File: src/rtl/cpu_pkg.sv
// cpu_pkg: shared definitions for the instruction-fetch slice.
//   - opcode constants for the opcodes the fetch path must recognise
//   - IR field bit positions used to split the first instruction word
//   - fetch FSM state encoding
//   - is_two_word(): true for opcodes followed by an immediate word
package cpu_pkg;

   localparam logic [3:0] OP_MOV = 4'b0000;
   localparam logic [3:0] OP_MVI = 4'b0001;
   localparam logic [3:0] OP_LDA = 4'b0010;

   localparam int unsigned IR_OPC_HI = 15;
   localparam int unsigned IR_OPC_LO = 12;
   localparam int unsigned IR_ALU_HI = 11;
   localparam int unsigned IR_ALU_LO = 10;
   localparam int unsigned IR_OP1_HI = 9;
   localparam int unsigned IR_OP1_LO = 7;
   localparam int unsigned IR_OP2_HI = 6;
   localparam int unsigned IR_OP2_LO = 4;

   typedef enum logic [1:0] {
      IDLE = 2'd0,
      REQ  = 2'd1,
      CAPT = 2'd2
   } fetch_state_e;

   function automatic logic is_two_word(input logic [3:0] opc);
      return (opc == OP_MVI) || (opc == OP_LDA);
   endfunction

endpackage

File: src/rtl/pc_counter.sv
// pc_counter: program counter register.
//   clk, rst_n  : clock, asynchronous active-low reset (PC <= RESET_PC)
//   load        : PC <= load_val (branch target), has priority over inc
//   load_val    : branch target
//   inc         : PC <= PC + 1, wraps from all-ones to zero
//   pc          : current PC
module pc_counter #(
   parameter int unsigned           ADDR_W   = 16,
   parameter logic [ADDR_W-1:0]     RESET_PC = '0
) (
   input  logic              clk,
   input  logic              rst_n,
   input  logic              load,
   input  logic [ADDR_W-1:0] load_val,
   input  logic              inc,
   output logic [ADDR_W-1:0] pc
);

   logic [ADDR_W-1:0] pc_q;
   logic [ADDR_W-1:0] pc_d;

   always_comb begin
      pc_d = pc_q;
      if (load) begin
         pc_d = load_val;
      end else if (inc) begin
         pc_d = pc_q + ADDR_W'(1);
      end
   end

   always_ff @(posedge clk or negedge rst_n) begin
      if (!rst_n) begin
         pc_q <= RESET_PC;
      end else begin
         pc_q <= pc_d;
      end
   end

   assign pc = pc_q;

endmodule

File: src/rtl/instr_fetch_split.sv
// instr_fetch_split: fetch side of the control path.
//   Owns PC (via pc_counter) and MAR, reads instruction words from program
//   memory over a req/ack handshake, splits the first word into
//   opcode/alu_mode/operand fields and captures the following word as the
//   immediate for two-word opcodes (MVI, LDA).
// Ports:
//   clk, rst_n           clock, asynchronous active-low reset
//   cs_pc_load           MAR <= PC (ignored while a read is in flight)
//   cs_ins_load          start a read at MAR (error if not idle)
//   cs_pc_inc, jmp_en,   PC increment / branch (branch wins)
//   jmp_addr
//   mem_addr, mem_req,   program-memory read port; mem_req held until ack
//   mem_ack, mem_rdata
//   CS_opcode, alu_mode, fields of the captured instruction register
//   op1_addr, op2_addr
//   imm                  second-word immediate
//   pc                   current PC
//   fetch_done           one-cycle pulse after a word is captured
//   fetch_busy           read in flight
//   fetch_err            sticky: cs_ins_load seen while not idle
module instr_fetch_split
   import cpu_pkg::*;
#(
   parameter int unsigned           ADDR_W   = 16,
   parameter int unsigned           DATA_W   = 16,
   parameter logic [ADDR_W-1:0]     RESET_PC = '0
) (
   input  logic              clk,
   input  logic              rst_n,
   input  logic              cs_pc_load,
   input  logic              cs_ins_load,
   input  logic              cs_pc_inc,
   input  logic              jmp_en,
   input  logic [ADDR_W-1:0] jmp_addr,
   output logic [ADDR_W-1:0] mem_addr,
   output logic              mem_req,
   input  logic              mem_ack,
   input  logic [DATA_W-1:0] mem_rdata,
   output logic [3:0]        CS_opcode,
   output logic [1:0]        alu_mode,
   output logic [2:0]        op1_addr,
   output logic [2:0]        op2_addr,
   output logic [DATA_W-1:0] imm,
   output logic [ADDR_W-1:0] pc,
   output logic              fetch_done,
   output logic              fetch_busy,
   output logic              fetch_err
);

   fetch_state_e      state_q, state_d;
   logic [ADDR_W-1:0] mar_q, mar_d;
   logic [DATA_W-1:0] ir_q, ir_d;
   logic [DATA_W-1:0] imm_q, imm_d;
   logic              word_sel_q, word_sel_d;
   logic              mem_req_q, mem_req_d;
   logic              fetch_busy_q, fetch_busy_d;
   logic              fetch_done_q, fetch_done_d;
   logic              fetch_err_q, fetch_err_d;
   logic [ADDR_W-1:0] pc_cur;

   pc_counter #(
      .ADDR_W   (ADDR_W),
      .RESET_PC (RESET_PC)
   ) u_pc (
      .clk      (clk),
      .rst_n    (rst_n),
      .load     (jmp_en),
      .load_val (jmp_addr),
      .inc      (cs_pc_inc),
      .pc       (pc_cur)
   );

   always_comb begin
      state_d    = state_q;
      mar_d      = mar_q;
      ir_d       = ir_q;
      imm_d      = imm_q;
      word_sel_d = word_sel_q;
      fetch_err_d = fetch_err_q;

      case (state_q)
         IDLE: begin
            // MAR and state update on the same edge, so a same-cycle
            // pc_load + ins_load issues the read at the freshly loaded PC.
            if (cs_pc_load) begin
               mar_d = pc_cur;
            end
            if (cs_ins_load) begin
               state_d = REQ;
            end
         end
         REQ: begin
            if (mem_ack) begin
               if (!word_sel_q) begin
                  ir_d = mem_rdata;
                  word_sel_d = is_two_word(mem_rdata[IR_OPC_HI:IR_OPC_LO]);
               end else begin
                  imm_d      = mem_rdata;
                  word_sel_d = 1'b0;
               end
               state_d = CAPT;
            end
         end
         CAPT: begin
            state_d = IDLE;
         end
         default: begin
            state_d = IDLE;
         end
      endcase

      if (cs_ins_load && (state_q != IDLE)) begin
         fetch_err_d = 1'b1;
      end

      // A branch abandons any pending immediate word.
      if (jmp_en) begin
         word_sel_d = 1'b0;
      end

      // Outputs are registered from the next state so they align with it.
      mem_req_d    = (state_d == REQ);
      fetch_busy_d = (state_d == REQ);
      fetch_done_d = (state_d == CAPT);
   end

   always_ff @(posedge clk or negedge rst_n) begin
      if (!rst_n) begin
         state_q      <= IDLE;
         mar_q        <= RESET_PC;
         ir_q         <= '0;
         imm_q        <= '0;
         word_sel_q   <= 1'b0;
         mem_req_q    <= 1'b0;
         fetch_busy_q <= 1'b0;
         fetch_done_q <= 1'b0;
         fetch_err_q  <= 1'b0;
      end else begin
         state_q      <= state_d;
         mar_q        <= mar_d;
         ir_q         <= ir_d;
         imm_q        <= imm_d;
         word_sel_q   <= word_sel_d;
         mem_req_q    <= mem_req_d;
         fetch_busy_q <= fetch_busy_d;
         fetch_done_q <= fetch_done_d;
         fetch_err_q  <= fetch_err_d;
      end
   end

   assign mem_addr   = mar_q;
   assign mem_req    = mem_req_q;
   assign fetch_busy = fetch_busy_q;
   assign fetch_done = fetch_done_q;
   assign fetch_err  = fetch_err_q;
   assign pc         = pc_cur;
   assign imm        = imm_q;
   assign CS_opcode  = ir_q[IR_OPC_HI:IR_OPC_LO];
   assign alu_mode   = ir_q[IR_ALU_HI:IR_ALU_LO];
   assign op1_addr   = ir_q[IR_OP1_HI:IR_OP1_LO];
   assign op2_addr   = ir_q[IR_OP2_HI:IR_OP2_LO];

endmodule

File: config.mk
export PLATFORM = sky130hd
export DESIGN_NAME = instr_fetch_split
export DESIGN_NICKNAME = d
export VERILOG_FILES = /design/src/rtl/cpu_pkg.sv /design/src/rtl/pc_counter.sv /design/src/rtl/instr_fetch_split.sv
export SDC_FILE = /design/constraint.sdc
export NUM_CORES = 1
export LEC_CHECK = 0
export BUFFER_PORTS_ARGS = -buffer_cell sky130_fd_sc_hd__buf_4
export CORE_ASPECT_RATIO = 1.75
export CORE_MARGIN = 4
export CORE_UTILIZATION = 45
export CTS_CLUSTER_DIAMETER = 60
export DETAILED_ROUTE_END_ITERATION = 12
export PLACE_DENSITY = 0.78
export SYNTH_ARGS = -nofsm -noshare
export SYNTH_HDL_FRONTEND = slang
export SYNTH_SLANG_ARGS = --single-unit
File: constraint.sdc
create_clock -name clk -period 2.2 [get_ports clk]
set_input_delay 0.11 -clock clk [delete_from_list [all_inputs] [get_ports clk]]
set_output_delay 0.11 -clock clk [all_outputs]
set_load 0.1 [all_outputs]
==> flow_summary.rst <==
.. list-table::
   :header-rows: 1

   * - Metric
     - Value
   * - DR vias
     - between 2000 and 2500
   * - Remaining DRCs
     - 0
   * - Routability congestion estimate
     - around 0.74
   * - CP Launch Point
     - u_pc.pc[5]
   * - Critical path data required time
     - 2.44 ns
   * - DRC violation total after the first TritonRoute iteration
     - ~100
   * - # resized after CTS
     - 0
   * - Area enclosed by the die boundary
     - 7510 µm²
   * - Leading post-synthesis cells by cell area
     - sky130_fd_sc_hd__dfrtp_1 60%, sky130_fd_sc_hd__mux2_2 18%, sky130_fd_sc_hd__nand2_1 2.7%, sky130_fd_sc_hd__xnor2_1 2.5%, sky130_fd_sc_hd__o21ai_0 2.4%
   * - Cells after Synth
     - 215
   * - Number of hold buffers added after cts
     - 31
   * - Cts bufs inserted
     - 9
   * - Clock Skews
     - a little over 0.007 ns
   * - Max_cap viols
     - 0
   * - Run status
     - finished, final reports clean
   * - Number of enable-type register cells in the synthesized netlist
     - 0
   * - Period utilization
     - between 80 and 90%
   * - Power density relative to cell area
     - between 1000 and 1500 nW/µm²
   * - Worst reg2reg setup slack
     - 0.38 ns
   * - Kind of critical path
     - register to register
   * - Setup repair after global routing missed its margin
     - no
   * - Last element of the critical path
     - u_pc.pc[15]
   * - First-pass GRT wire length
     - 11.3 mm
   * - Clock tree from TritonCTS
     - built
   * - Yosys warns
     - 0
   * - Number of flip-flops and latches in the synthesized netlist
     - 66
   * - Area growth from synthesis to final layout
     - 49.0%
   * - Final setup violation count
     - 0
   * - Capturing element type of the critical path
     - register
   * - Largest area contributor in the synthesized netlist
     - sky130_fd_sc_hd__dfrtp_1
   * - Synth Cell Area
     - roughly 2800 µm²
   * - Endpoint arrival time on the critical path
     - ~2.1 ns
   * - Critical Path Start Type
     - register
   * - Capturing point of the worst reg2reg path
     - u_pc.pc[15]
   * - Largest driver fanout on the critical path
     - 7
   * - Proportion of layout cells with a drive suffix above 1
     - between 40% and 50%
   * - Final setup margin
     - approximately 0.38 ns
   * - Pin count of the biggest net entering global routing
     - 67
   * - Post-synth cell types
     - 27
   * - CTS sink cnt
     - 66
   * - Synth Area per Inst
     - around 13 µm²
   * - Avg WL per Cell
     - 16.0 µm
   * - Die Y
     - 112 µm
   * - Detailed Route WL
     - about 7.0 mm
   * - Normalized max-slew margin
     - a little under half
   * - Initial core utilization
     - approximately 47%
   * - Count of boundary I/O pins
     - about 100
   * - Static Leak
     - 1.95 nW
   * - Post-DP HPWL
     - around 4.7 mm
   * - Via/cell ratio
     - approximately 5.0
   * - Via count of the first global-routing pass
     - 2324
   * - Min cycle time layout
     - about 1.8 ns
   * - Post-place setup slack
     - about 0.38 ns
   * - Synth async-reset ratio
     - 100%
   * - I/O Buffers
     - slightly above 100
   * - Buffers inserted by post-CTS timing repair
     - 0
   * - Area share of the largest cell type after synthesis
     - 59.7%
   * - Most used flip-flop cell after synthesis
     - sky130_fd_sc_hd__dfrtp_1
   * - Global routing usage summed across all routing layers
     - approximately a fifth
   * - Antenna-violating nets left
     - 0
   * - Final Hold Vio Count
     - 0
   * - Nets
     - 392
   * - Placed inst area
     - about 3600 µm²
   * - Slew at the pin with the worst max-slew slack
     - approximately 0.82 ns
   * - Overflow left after global routing
     - 0
   * - Final-layout setup total negative slack
     - 0 ns
   * - Syn nets
     - 255
   * - Register area share after synthesis
     - 59.7%
   * - Overall power of the completed layout
     - about 5.4 mW
   * - Clock transition at the registers of the reported paths
     - approximately 0.070 ns
   * - First-pass iteration count of the detailed router
     - 4
   * - Antenna violations before repair
     - 0
   * - Die X-Extent
     - a little under 70 µm
   * - Clock latency on the worst-skew pair
     - 0.35 ns
   * - Worst hold margin
     - ~0.024 ns
   * - Cell chosen for the clock root
     - sky130_fd_sc_hd__clkbuf_8
   * - CTS max path bufs
     - 2
   * - Number of antenna repair diodes
     - 0
   * - Non-Filler Cell Area, Final
     - about 4000 µm²
   * - Path category of the worst min-delay check
     - primary input to register
   * - Core Footprint
     - 5930 µm²
   * - Number of core rows
     - 37
   * - Reg-to-Reg Start
     - u_pc.pc[5]
   * - Maximum VDD drop
     - roughly 0.00076 V
   * - Worst R2R Path Depth
     - 4
   * - Maximum level of the CTS H-tree
     - 3
   * - Number of pins exceeding their max-slew limit in the final report
     - 0
   * - Fmax achieved
     - ~550 MHz
[metrics by stage]
stage | util, % | std cells
finish | 69.5 | 434
CTS | 69.5 | 434
detailed placement | 61.1 | 388
global route | 69.5 | 434
floorplan | - | 215
global placement | 61.1 | 388
[area by class of cell]
type | count | area, µm²
clock inverter | 2 | 10.0
timing repair buffer | 136 | 1100
multi-input combinational | 132 | 1040
tap | 78 | 97.6
inverter | 7 | 26.3
sequential | 66 | 1660
clock buffer | 13 | 179
fill | 430 | 1810
[synthesized netlist by cell type (2+ instances only)]
cell type / n
sky130_fd_sc_hd__nor3_1: 4
sky130_fd_sc_hd__nand3_1: 2
sky130_fd_sc_hd__a221o_1: 3
sky130_fd_sc_hd__xor2_1: 4
sky130_fd_sc_hd__clkbuf_1: 8
sky130_fd_sc_hd__nor3b_1: 3
sky130_fd_sc_hd__dfrtp_1: 66
sky130_fd_sc_hd__mux2_2: 44
sky130_fd_sc_hd__nand4_1: 5
sky130_fd_sc_hd__nand2_1: 20
sky130_fd_sc_hd__nand2b_1: 2
sky130_fd_sc_hd__xnor2_1: 8
sky130_fd_sc_hd__o21ai_0: 13
sky130_fd_sc_hd__nor2_1: 7
sky130_fd_sc_hd__mux2i_1: 2
sky130_fd_sc_hd__nor4_1: 6
sky130_fd_sc_hd__o31a_1: 2
sky130_fd_sc_hd__inv_1: 7
[report_power, final]
group	total [mW]	switching, mW	leakage, nW	internal, mW
Combinational	2.77	2.16	1.04	0.610
Clock	0.959	0.437	0.101	0.522
Sequential	1.64	0.172	0.809	1.47
[kinds of logic after synthesis]
group	Yosys count	synth area share [%]
muxes	46	18.6
and+or+nand+nor	54	10.6
xor gates and xnor gates	12	3.80
DFF	66	59.7
adders and majority gates	1	0.452
AOI/OAI and AO/OA	19	4.25
buffers and inverters	17	2.49
[layer usage]
metal / wire (µm) / vias to the layer above / track usage, %
met4: 134 / 0 / 8.94
met5: 0 / - / 0
met1: 2570 / 1056 / 21.4
met2: 3800 / 80 / 35.7
li1: - / 1028 / -
met3: 454 / 11 / 5.75
[layout by cell type, fill, tap and decap left out, types with 3 or more instances in the layout]
cell                            synthesis  final
sky130_fd_sc_hd__mux2_2                44     44
sky130_fd_sc_hd__xor2_1                 4      4
sky130_fd_sc_hd__dfrtp_1               66     56
sky130_fd_sc_hd__dfrtp_2                0     10
sky130_fd_sc_hd__nor2_1                 7      7
sky130_fd_sc_hd__buf_4                  1    105
sky130_fd_sc_hd__nand4_1                5      5
sky130_fd_sc_hd__o21ai_0               13     13
sky130_fd_sc_hd__nor4_1                 6      6
sky130_fd_sc_hd__nor3_1                 4      4
sky130_fd_sc_hd__nor3b_1                3      3
sky130_fd_sc_hd__a221o_1                3      3
sky130_fd_sc_hd__clkbuf_8               0     13
sky130_fd_sc_hd__inv_1                  7      7
sky130_fd_sc_hd__nand2_1               20     20
sky130_fd_sc_hd__dlygate4sd3_1          0     31
sky130_fd_sc_hd__xnor2_1                8      8
[worst min path at each step]
| stage | start | end | cells past startpoint |
|---|---|---|---|
| after floorplan | rst_n | fetch_busy | 0 |
| after global placement | rst_n | ir_q[4] | 1 |
| after detailed placement | rst_n | ir_q[4] | 1 |
| after CTS | mem_rdata[12] | ir_q[12] | 2 |
| after global routing | mem_rdata[12] | ir_q[12] | 2 |
| final | mem_rdata[12] | ir_q[12] | 2 |
[state kept, by name (all words and copies together) (netlist names)]
signal / flops
imm: 16
mem_addr: 16
u_pc.pc: 16
ir_q: 12
state_q: 2
fetch_busy: 1
fetch_done: 1
fetch_err: 1
word_sel_q: 1
[critical path, cell delays in order (launching register included)]
cell and delay, ns:
sky130_fd_sc_hd__dfrtp_2 0.44, sky130_fd_sc_hd__nand4_4 0.17, sky130_fd_sc_hd__or4_4 0.54, sky130_fd_sc_hd__o31a_1 0.30, sky130_fd_sc_hd__o31a_1 0.27
No activity file was read; power rests on OpenSTA's default activity.
